`src/rtl/serializer_tx_pkg.sv`:
```
// Shared definitions for the per-lane transmit serializer.
//
// Contents:
//   COM_SYM    - idle / training symbol (K28.5 low byte), also used by the
//                receive-side deserializer so both ends agree on it.
//   ZERO_SYM   - fill byte shifted out while the lane is off.
//   tx_state_e - lane FSM encoding (OFF=0, TRAIN=1, RUN=2), kept numerically
//                identical to the encoding the receive side expects.
//   com_cnt_width - width of a counter that has to hold 0..min_com.
package serializer_tx_pkg;

  localparam logic [7:0] COM_SYM  = 8'hBC;
  localparam logic [7:0] ZERO_SYM = 8'h00;

  typedef enum logic [1:0] {
    ST_OFF   = 2'd0,
    ST_TRAIN = 2'd1,
    ST_RUN   = 2'd2
  } tx_state_e;

  // Bits needed for a counter that saturates at min_com (never below 1 bit).
  function automatic int com_cnt_width(input int min_com);
    int w;
    w = $clog2(min_com + 1);
    return (w < 1) ? 1 : w;
  endfunction

endpackage

```
`src/rtl/serializer_tx_if.sv`:
```
// Byte handshake between the TX byte-demux stage (master) and the lane
// serializer (slave).
//
// Signals:
//   data_in   - byte offered by the source
//   valid_in  - data_in is valid; the source holds data_in/valid_in stable
//               until the byte is taken
//   ready_out - serializer takes the byte at this clock edge if valid_in=1
//
// Handshake: a byte moves exactly on a rising clk_32f edge where
// valid_in && ready_out. ready_out never depends on valid_in, so the source
// may wait for ready_out before raising valid_in or raise it early and hold.
interface serializer_tx_if;

  logic [7:0] data_in;
  logic       valid_in;
  logic       ready_out;

  modport master (
    output data_in,
    output valid_in,
    input  ready_out
  );

  modport slave (
    input  data_in,
    input  valid_in,
    output ready_out
  );

endinterface

```
`src/rtl/serializer_tx.sv`:
```
// Per-lane transmit serializer.
//
// Takes bytes over a valid/ready handshake and shifts them out MSB first,
// one bit per clk_32f. On enable it sends a training burst of MIN_COM COM
// symbols before it accepts any data, and while running it fills every byte
// slot that has no offered byte with COM. While disabled it sends zeros.
//
// Ports:
//   clk_32f    in   bit clock, single clock domain
//   reset      in   synchronous, active-high
//   tx_en      in   lane enable
//   bus        slave modport: data_in[7:0], valid_in in, ready_out out
//   serial_out out  serial bit stream (registered, shreg[7])
//   tx_active  out  high while the FSM is in RUN (registered)
//   state_dbg  out  current FSM state, for observation only
//
// Parameters:
//   COM      idle / training symbol
//   MIN_COM  COM symbols sent in TRAIN before data is accepted (>= 1)
module serializer_tx
  import serializer_tx_pkg::*;
#(
  parameter logic [7:0] COM     = COM_SYM,
  parameter int         MIN_COM = 4
) (
  input  logic            clk_32f,
  input  logic            reset,
  input  logic            tx_en,
  serializer_tx_if.slave  bus,
  output logic            serial_out,
  output logic            tx_active,
  output tx_state_e       state_dbg
);

  localparam int              CW        = com_cnt_width(MIN_COM);
  localparam logic [CW-1:0]   MIN_COM_C = CW'(MIN_COM);
  localparam logic [CW-1:0]   ONE_C     = CW'(1);

  logic [7:0]    shreg;
  logic [2:0]    bit_cnt;
  logic [CW-1:0] com_cnt;
  tx_state_e     state;
  logic          boundary;

  // bit_cnt==7 marks the last bit of the current byte; the edge that ends
  // this cycle loads the next byte and advances the FSM. Reset leaves
  // bit_cnt at 7 so the very first edge after reset is a boundary.
  assign boundary      = (bit_cnt == 3'd7);

  // Depends only on registers and tx_en, never on valid_in.
  assign bus.ready_out = (state == ST_RUN) && boundary && tx_en;

  assign serial_out    = shreg[7];
  assign state_dbg     = state;

  always_ff @(posedge clk_32f) begin
    if (reset) begin
      shreg     <= ZERO_SYM;
      bit_cnt   <= 3'd7;
      com_cnt   <= '0;
      state     <= ST_OFF;
      tx_active <= 1'b0;
    end else if (!boundary) begin
      shreg   <= {shreg[6:0], 1'b0};
      bit_cnt <= bit_cnt + 3'd1;
    end else begin
      bit_cnt <= 3'd0;
      unique case (state)
        ST_OFF: begin
          if (tx_en) begin
            shreg   <= COM;
            com_cnt <= ONE_C;
            // A one-symbol training burst is complete with this load.
            if (MIN_COM == 1) begin
              state     <= ST_RUN;
              tx_active <= 1'b1;
            end else begin
              state     <= ST_TRAIN;
              tx_active <= 1'b0;
            end
          end else begin
            shreg     <= ZERO_SYM;
            com_cnt   <= '0;
            tx_active <= 1'b0;
          end
        end

        ST_TRAIN: begin
          if (!tx_en) begin
            shreg     <= ZERO_SYM;
            com_cnt   <= '0;
            state     <= ST_OFF;
            tx_active <= 1'b0;
          end else begin
            shreg <= COM;
            // com_cnt counts COMs already loaded; this load is one more.
            if (com_cnt + ONE_C >= MIN_COM_C) begin
              com_cnt   <= MIN_COM_C;
              state     <= ST_RUN;
              tx_active <= 1'b1;
            end else begin
              com_cnt <= com_cnt + ONE_C;
            end
          end
        end

        ST_RUN: begin
          if (!tx_en) begin
            // The byte just finished was completed in full; now go quiet.
            shreg     <= ZERO_SYM;
            com_cnt   <= '0;
            state     <= ST_OFF;
            tx_active <= 1'b0;
          end else if (bus.valid_in) begin
            // Sent verbatim, even if the byte equals COM.
            shreg <= bus.data_in;
          end else begin
            shreg <= COM;
          end
        end

        default: begin
          shreg     <= ZERO_SYM;
          com_cnt   <= '0;
          state     <= ST_OFF;
          tx_active <= 1'b0;
        end
      endcase
    end
  end

endmodule
```
`src/flat_wrapper.sv`:
```
// flat-port wrapper written by rule: the top's interface ports become plain ports
module serializer_tx_flat import serializer_tx_pkg::*;
#(
  parameter logic [7:0] COM     = COM_SYM,
  parameter int         MIN_COM = 4
)
  (clk_32f, reset, tx_en, serial_out, tx_active, state_dbg, bus_data_in, bus_valid_in, bus_ready_out);
  serializer_tx_if bus_i ();
  input  logic clk_32f;
  input  logic reset;
  input  logic tx_en;
  output logic serial_out;
  output logic tx_active;
  output tx_state_e state_dbg;
  input wire logic [$bits(bus_i.data_in)-1:0] bus_data_in;
  input wire logic [$bits(bus_i.valid_in)-1:0] bus_valid_in;
  output wire logic [$bits(bus_i.ready_out)-1:0] bus_ready_out;
  assign bus_i.data_in = bus_data_in;
  assign bus_i.valid_in = bus_valid_in;
  assign bus_ready_out = bus_i.ready_out;
  serializer_tx #(.COM(COM), .MIN_COM(MIN_COM)) u_core (.clk_32f(clk_32f), .reset(reset), .tx_en(tx_en), .bus(bus_i), .serial_out(serial_out), .tx_active(tx_active), .state_dbg(state_dbg));
endmodule
```
`config.mk`:
```
export PLATFORM = sky130hd
export DESIGN_NAME = serializer_tx_flat
export DESIGN_NICKNAME = d
export VERILOG_FILES = /design/src/rtl/serializer_tx_pkg.sv /design/src/rtl/serializer_tx_if.sv /design/src/rtl/serializer_tx.sv /design/src/flat_wrapper.sv
export SDC_FILE = /design/constraint.sdc
export NUM_CORES = 1
export LEC_CHECK = 0
export ABC_AREA = 1
export CORE_UTILIZATION = 50
export DETAILED_ROUTE_END_ITERATION = 16
export PLACE_DENSITY = 0.81
export SETUP_SLACK_MARGIN = 0.02
export SLEW_MARGIN = 20
export SYNTH_ARGS = -nofsm -noshare
export SYNTH_HDL_FRONTEND = slang
export SYNTH_SLANG_ARGS = --single-unit
```
`constraint.sdc`:
```
create_clock -name clk_32f -period 1.9 [get_ports clk_32f]
set_input_delay 0.38 -clock clk_32f [delete_from_list [all_inputs] [get_ports clk_32f]]
set_output_delay 0.38 -clock clk_32f [all_outputs]
set_load 0.02 [all_outputs]
```
* After elaboration in Yosys (flattened, before gate mapping)
Cells that the tools add are included.
Word-level totals: register bits 17, logic and storage cells 44
Operators by class: $add $sub $neg 2, magnitude comparators 1, eq/ne operators 6, muxes and demuxes 20, bitwise gates (word level) 1, reductions and logical operators 8
Operators with widths (number):
- 8-bit two-way mux | 4
- 8-bit one-hot mux with 2 select lines | 1
- 3-bit two-way mux | 4
- 3-bit one-hot mux with 3 select lines | 1
- 2-bit two-way mux | 4
- 3-bit by 1-bit adder with 3-bit output (second input constant) | 2
- 2-bit one-hot mux with 3 select lines | 1
- 1-bit two-way mux | 4
- 2-bit inequality test (second input constant) | 2
- 4-bit AND reduction | 1
- 2-bit OR reduction | 2
- 3-bit == test (second input constant) | 1
- 3-bit greater-or-equal comparator (second input constant) | 1
- 3-bit by 2-bit inequality test with 1-bit output (second input constant) | 1
- 3-bit AND reduction | 1
- 2-bit by 1-bit == test with 1-bit output (second input constant) | 1
- 2-bit == test (second input constant) | 1
- 1-bit logical AND | 2
- 2-bit zero test | 1
- 1-bit one-hot mux with 2 select lines | 1
- 2-bit AND reduction | 1
- 1-bit inverter | 1

* Longest topological paths before layout
Gate-level depths: netlist of run 1.
depth in word-level cells 5, depth in mapped cells 8, mapped depth without buffers 8

* Worst setup path after synthesis of run 1
OpenSTA, ideal clock, no wires.
kind reg2out, start point reg u_core.bit_cnt[0], end point out bus_ready_out, data arrival time 1.050 ns, data required time 1.520 ns, slack 0.470 ns, stages on the path, launching flop included 6, buffers on the path 1, cells stage by stage dfxtp_1 -> ha_1 -> ha_1 -> buf_2 -> inv_2 -> nor2_4
On the way: word-level cells in the longest chain between the ends 3
Ends and longest elaborated chain:
- from (decl) | line serializer_tx.sv:40 | logic [2:0] bit_cnt;
- from (signal assigned) | line serializer_tx.sv:65 | bit_cnt <= bit_cnt + 3'd1;
- 3-bit == test | line serializer_tx.sv:48 | assign boundary = (bit_cnt == 3'd7);
- 1-bit logical AND (2 in a row) | line serializer_tx.sv:51 | assign bus.ready_out = (state == ST_RUN) && boundary && tx_en;
- to (decl) | line flat_wrapper.sv:17 | output wire logic [$bits(bus_i.ready_out)-1:0] bus_ready_out;
No other way between the ends.

* Worst setup path after layout of run 1
start point reg u_core.state[1], in the netlist u_core.state_dbg[1], end point out state_dbg[1]
RTL lines:
- from (decl) | line serializer_tx.sv:42 | tx_state_e state;
- from (signal assigned) | line serializer_tx.sv:61 | state <= ST_OFF;
- from (signal assigned) | line serializer_tx.sv:75 | state <= ST_RUN;
- from (signal assigned) | line serializer_tx.sv:78 | state <= ST_TRAIN;
- to (decl) | line flat_wrapper.sv:14 | output tx_state_e state_dbg;
No word-level cell between the ends.

==> results of run 1 <==
power groups by stage:
stage | registers [mW] | clock network (mW) | logic, mW
after floorplan | 0.424 | 0 | 0.156
after global placement | 0.417 | 0 | 0.251
after detailed placement | 0.419 | 0 | 0.260
after CTS | 0.411 | 0.194 | 0.262
after global routing | 0.414 | 0.209 | 0.288
final | 0.410 | 0.193 | 0.259
state kept, by name, summed over array words and instances, names as in the netlist:
name,cells
u_core.tx_active,1
u_core.state_dbg,2
u_core.bit_cnt,3
u_core.shreg,8
u_core.com_cnt,3
placed cells by master, fill, tap and decap left out, types with 3 or more instances in the layout:
cell type	n
a21oi_1	13
buf_4	5
clkbuf_4	3
clkdlybuf4s50_1	15
dfxtp_1	17
ha_1	3
inv_1	7
inv_2	3
nand2_1	26
nand2_4	4
nand3_1	5
nor2_1	5
o21ai_0	6
per-layer routing:
layer	GRT usage, %	part of all wire (%)	vias up
li1	-	-	363
met1	24.2	44	317
met4	9.68	2.0	0
met2	33.4	50	19
met3	2.61	3.5	5
met5	0	0	-
per-stage QoR:
stage | hold WS (ns) | area [sq um]
after CTS | 0.457 | 1020
after global routing | 0.470 | 1010
final | 0.454 | 1010
after detailed placement | 0.441 | 990
after global placement | 0.434 | 990
after floorplan | 0.418 | 782
final timing paths:
check / startpoint / end / slack, ns / cells after the start
max: u_core.state_dbg[1] / state_dbg[1] / 0.14 / 1
min: u_core.shreg[4] / u_core.shreg[5] / 0.45 / 2
max reg2reg: u_core.bit_cnt[0] / u_core.state_dbg[1] / 0.50 / 8
min reg2reg: u_core.shreg[4] / u_core.shreg[5] / 0.45 / 2
area by class of cell:
| type | instances | area share [%] |
|---|---|---|
| multi-input cells | 69 | 39.1 |
| flip-flops and latches | 17 | 33.6 |
| repair buffers | 21 | 19.0 |
| inverters | 10 | 3.71 |
| clock buffers | 3 | 2.22 |
| well taps | 15 | 1.85 |
| clock inverters | 1 | 0.494 |
cell families after synthesis:
group	count (synthesis)	share of synthesized area, %
compound gates	19	12.2
fa+ha+maj	3	4.80
buf+inv	12	5.92
flops	17	43.5
simple gates	47	33.6
==> flow_summary_export.csv, run 1 <==
group,metric,value,unit
layout,drive_gt1_share,18.2,%
detailed_routing,routed_wl,1560,um
floorplan,rows,13,
pwr,power,0.862,mW
status,outcome,"finished clean",
synth,synthArstFlopShare,0,%
sta,setup_slack,0.136,ns
sta,tightest_slew,0.217,ns
detailed_routing,viasPerCell,5.18,
min_path,hold_class,"reg2reg",
detailed_routing,initialDrtViolationCount,26,
global_route,grt_usage,19.7,%
place,place_hpwl,1200,um
floorplan,io_pins,17,
clocking,cts_tree,"done",
synth,synth_edf_count,0,
global_route,grt_max_degree,11,
sta,fmax,567,MHz
layout,multi_input_area,395,sq um
detailed_routing,wl_per_cell,11.5,um
pwr,power.switching,0.280,mW
clocking,insertion_delay,0.29,ns
synth,synth_fp_nets,113,
sta,fin_worst_skew,0.00639,ns
detailed_routing,detail-route-antenna-nets,0,
critical_path,cpPeakStageDelay,0.65,ns
critical_path,crit_fanout,4,
critical_path,end_kind,"output pin",
floorplan,initial_core_util,56.6,%
sta,maxSlewHeadroom,85.5,%
clocking,cts_resized,1,
synth,synth.most_common_cell,"nand2_1",
sta,period_minus_slack,1.76,ns
synth,yosysWarnings,0,
global_route,overflow,0,
sta,setup-tns-final,0,ns
synth,ys.flop_type,"dfxtp_1",
critical_path,arrival,1.38,ns
pwr,peakVddDrop,0.000783,V
floorplan,core-area,0.00138,sq mm
pwr,p_seq_share,47.6,%
critical_path,crit_type,"reg2out",
sta,layout_worst_path_cycle_share,92.8,%
sta,rsz0062_at_grt,"no",
layout,area.sequential,340,sq um
pwr,intPower,0.583,mW
synth,syn_inst,98,
clocking,ctsHoldBuffers,0,
critical_path,worstPathCellList,"clkdlybuf4s50_1",
synth,synth_area,782,sq um
synth,ys_types,19,
synth,ys_ff_latch,17,
critical_path,path_buf_inv,1,
sta,final_max_slew_viol_count,0,
layout,fin_cells,136,
detailed_routing,vias,704,
floorplan,die_x,41.5,um
detailed_routing,drc,0,
clocking,clockBufferDepth,2,
layout,antennaDiodeCount,0,
global_route,antenna_found_initial,0,
pwr,p_sw_share,32.4,%
synth,syn_area_per_cell,7.98,sq um
flow_run,cap_violations,0,
place,gp_congestion,0.802,
sta,setup_viol,0,
global_route,grt_pass1_vias,631,
place,post-place-ws,-0.196,ns
pwr,p_clk_share,22.4,%
pwr,comb_power_share,30.0,%
clocking,clk_pin_slew,0.10,ns
synth,synth_top_area_cell,"dfxtp_1",
critical_path,cp.required,1.52,ns
pwr,leakagePower,0.407,nW
critical_path,critical_path.top_delay_family,"buffers and inverters",
synth,synthTopCellsByCount,"26 x nand2_1, 17 x dfxtp_1, 13 x a21oi_1",
synth,netlist.area_leader.share,43.5,%
critical_path,critical_path.startpoint_type,"register",
layout,syn2layout_area_growth,29.4,%
pwr,powerDensity,852,mW/mm^2
floorplan,dieArea,0.00173,sq mm
layout,nNetsFinal,137,
sta,final_hold_viol_count,0,
clocking,numClockSinks,17,
place,placed_cells,132,
synth,synth_seq_area_share,43.5,%
critical_path,cp_slowest_cell,"clkdlybuf4s50_1",
layout,fin_util,73.2,%
synth,synth_area_leaders,"dfxtp_1 44%, nand2_1 12%, a21oi_1 8.3%",
place,port_buffers,16,
clocking,cts_root_buffer,"clkbuf_4",
clocking,htree_levels,1,
layout,fill_cells,118,
floorplan,die_h,41.5,um
clocking,cts_made_buffers,3,
clocking,postCtsSetupBuffers,0,
global_route,grt_pass1_wl,2610,um
detailed_routing,firstDrtPassIters,4,
No activity file was read; power rests on OpenSTA's default activity.
==> run 2: changes to the inputs <==
Settings changed: CTS_CLUSTER_SIZE set to 30, HOLD_SLACK_MARGIN set to 0.03.
==> results of run 2 <==
The final DEF is identical to that of run 1; final timing and power are the same.
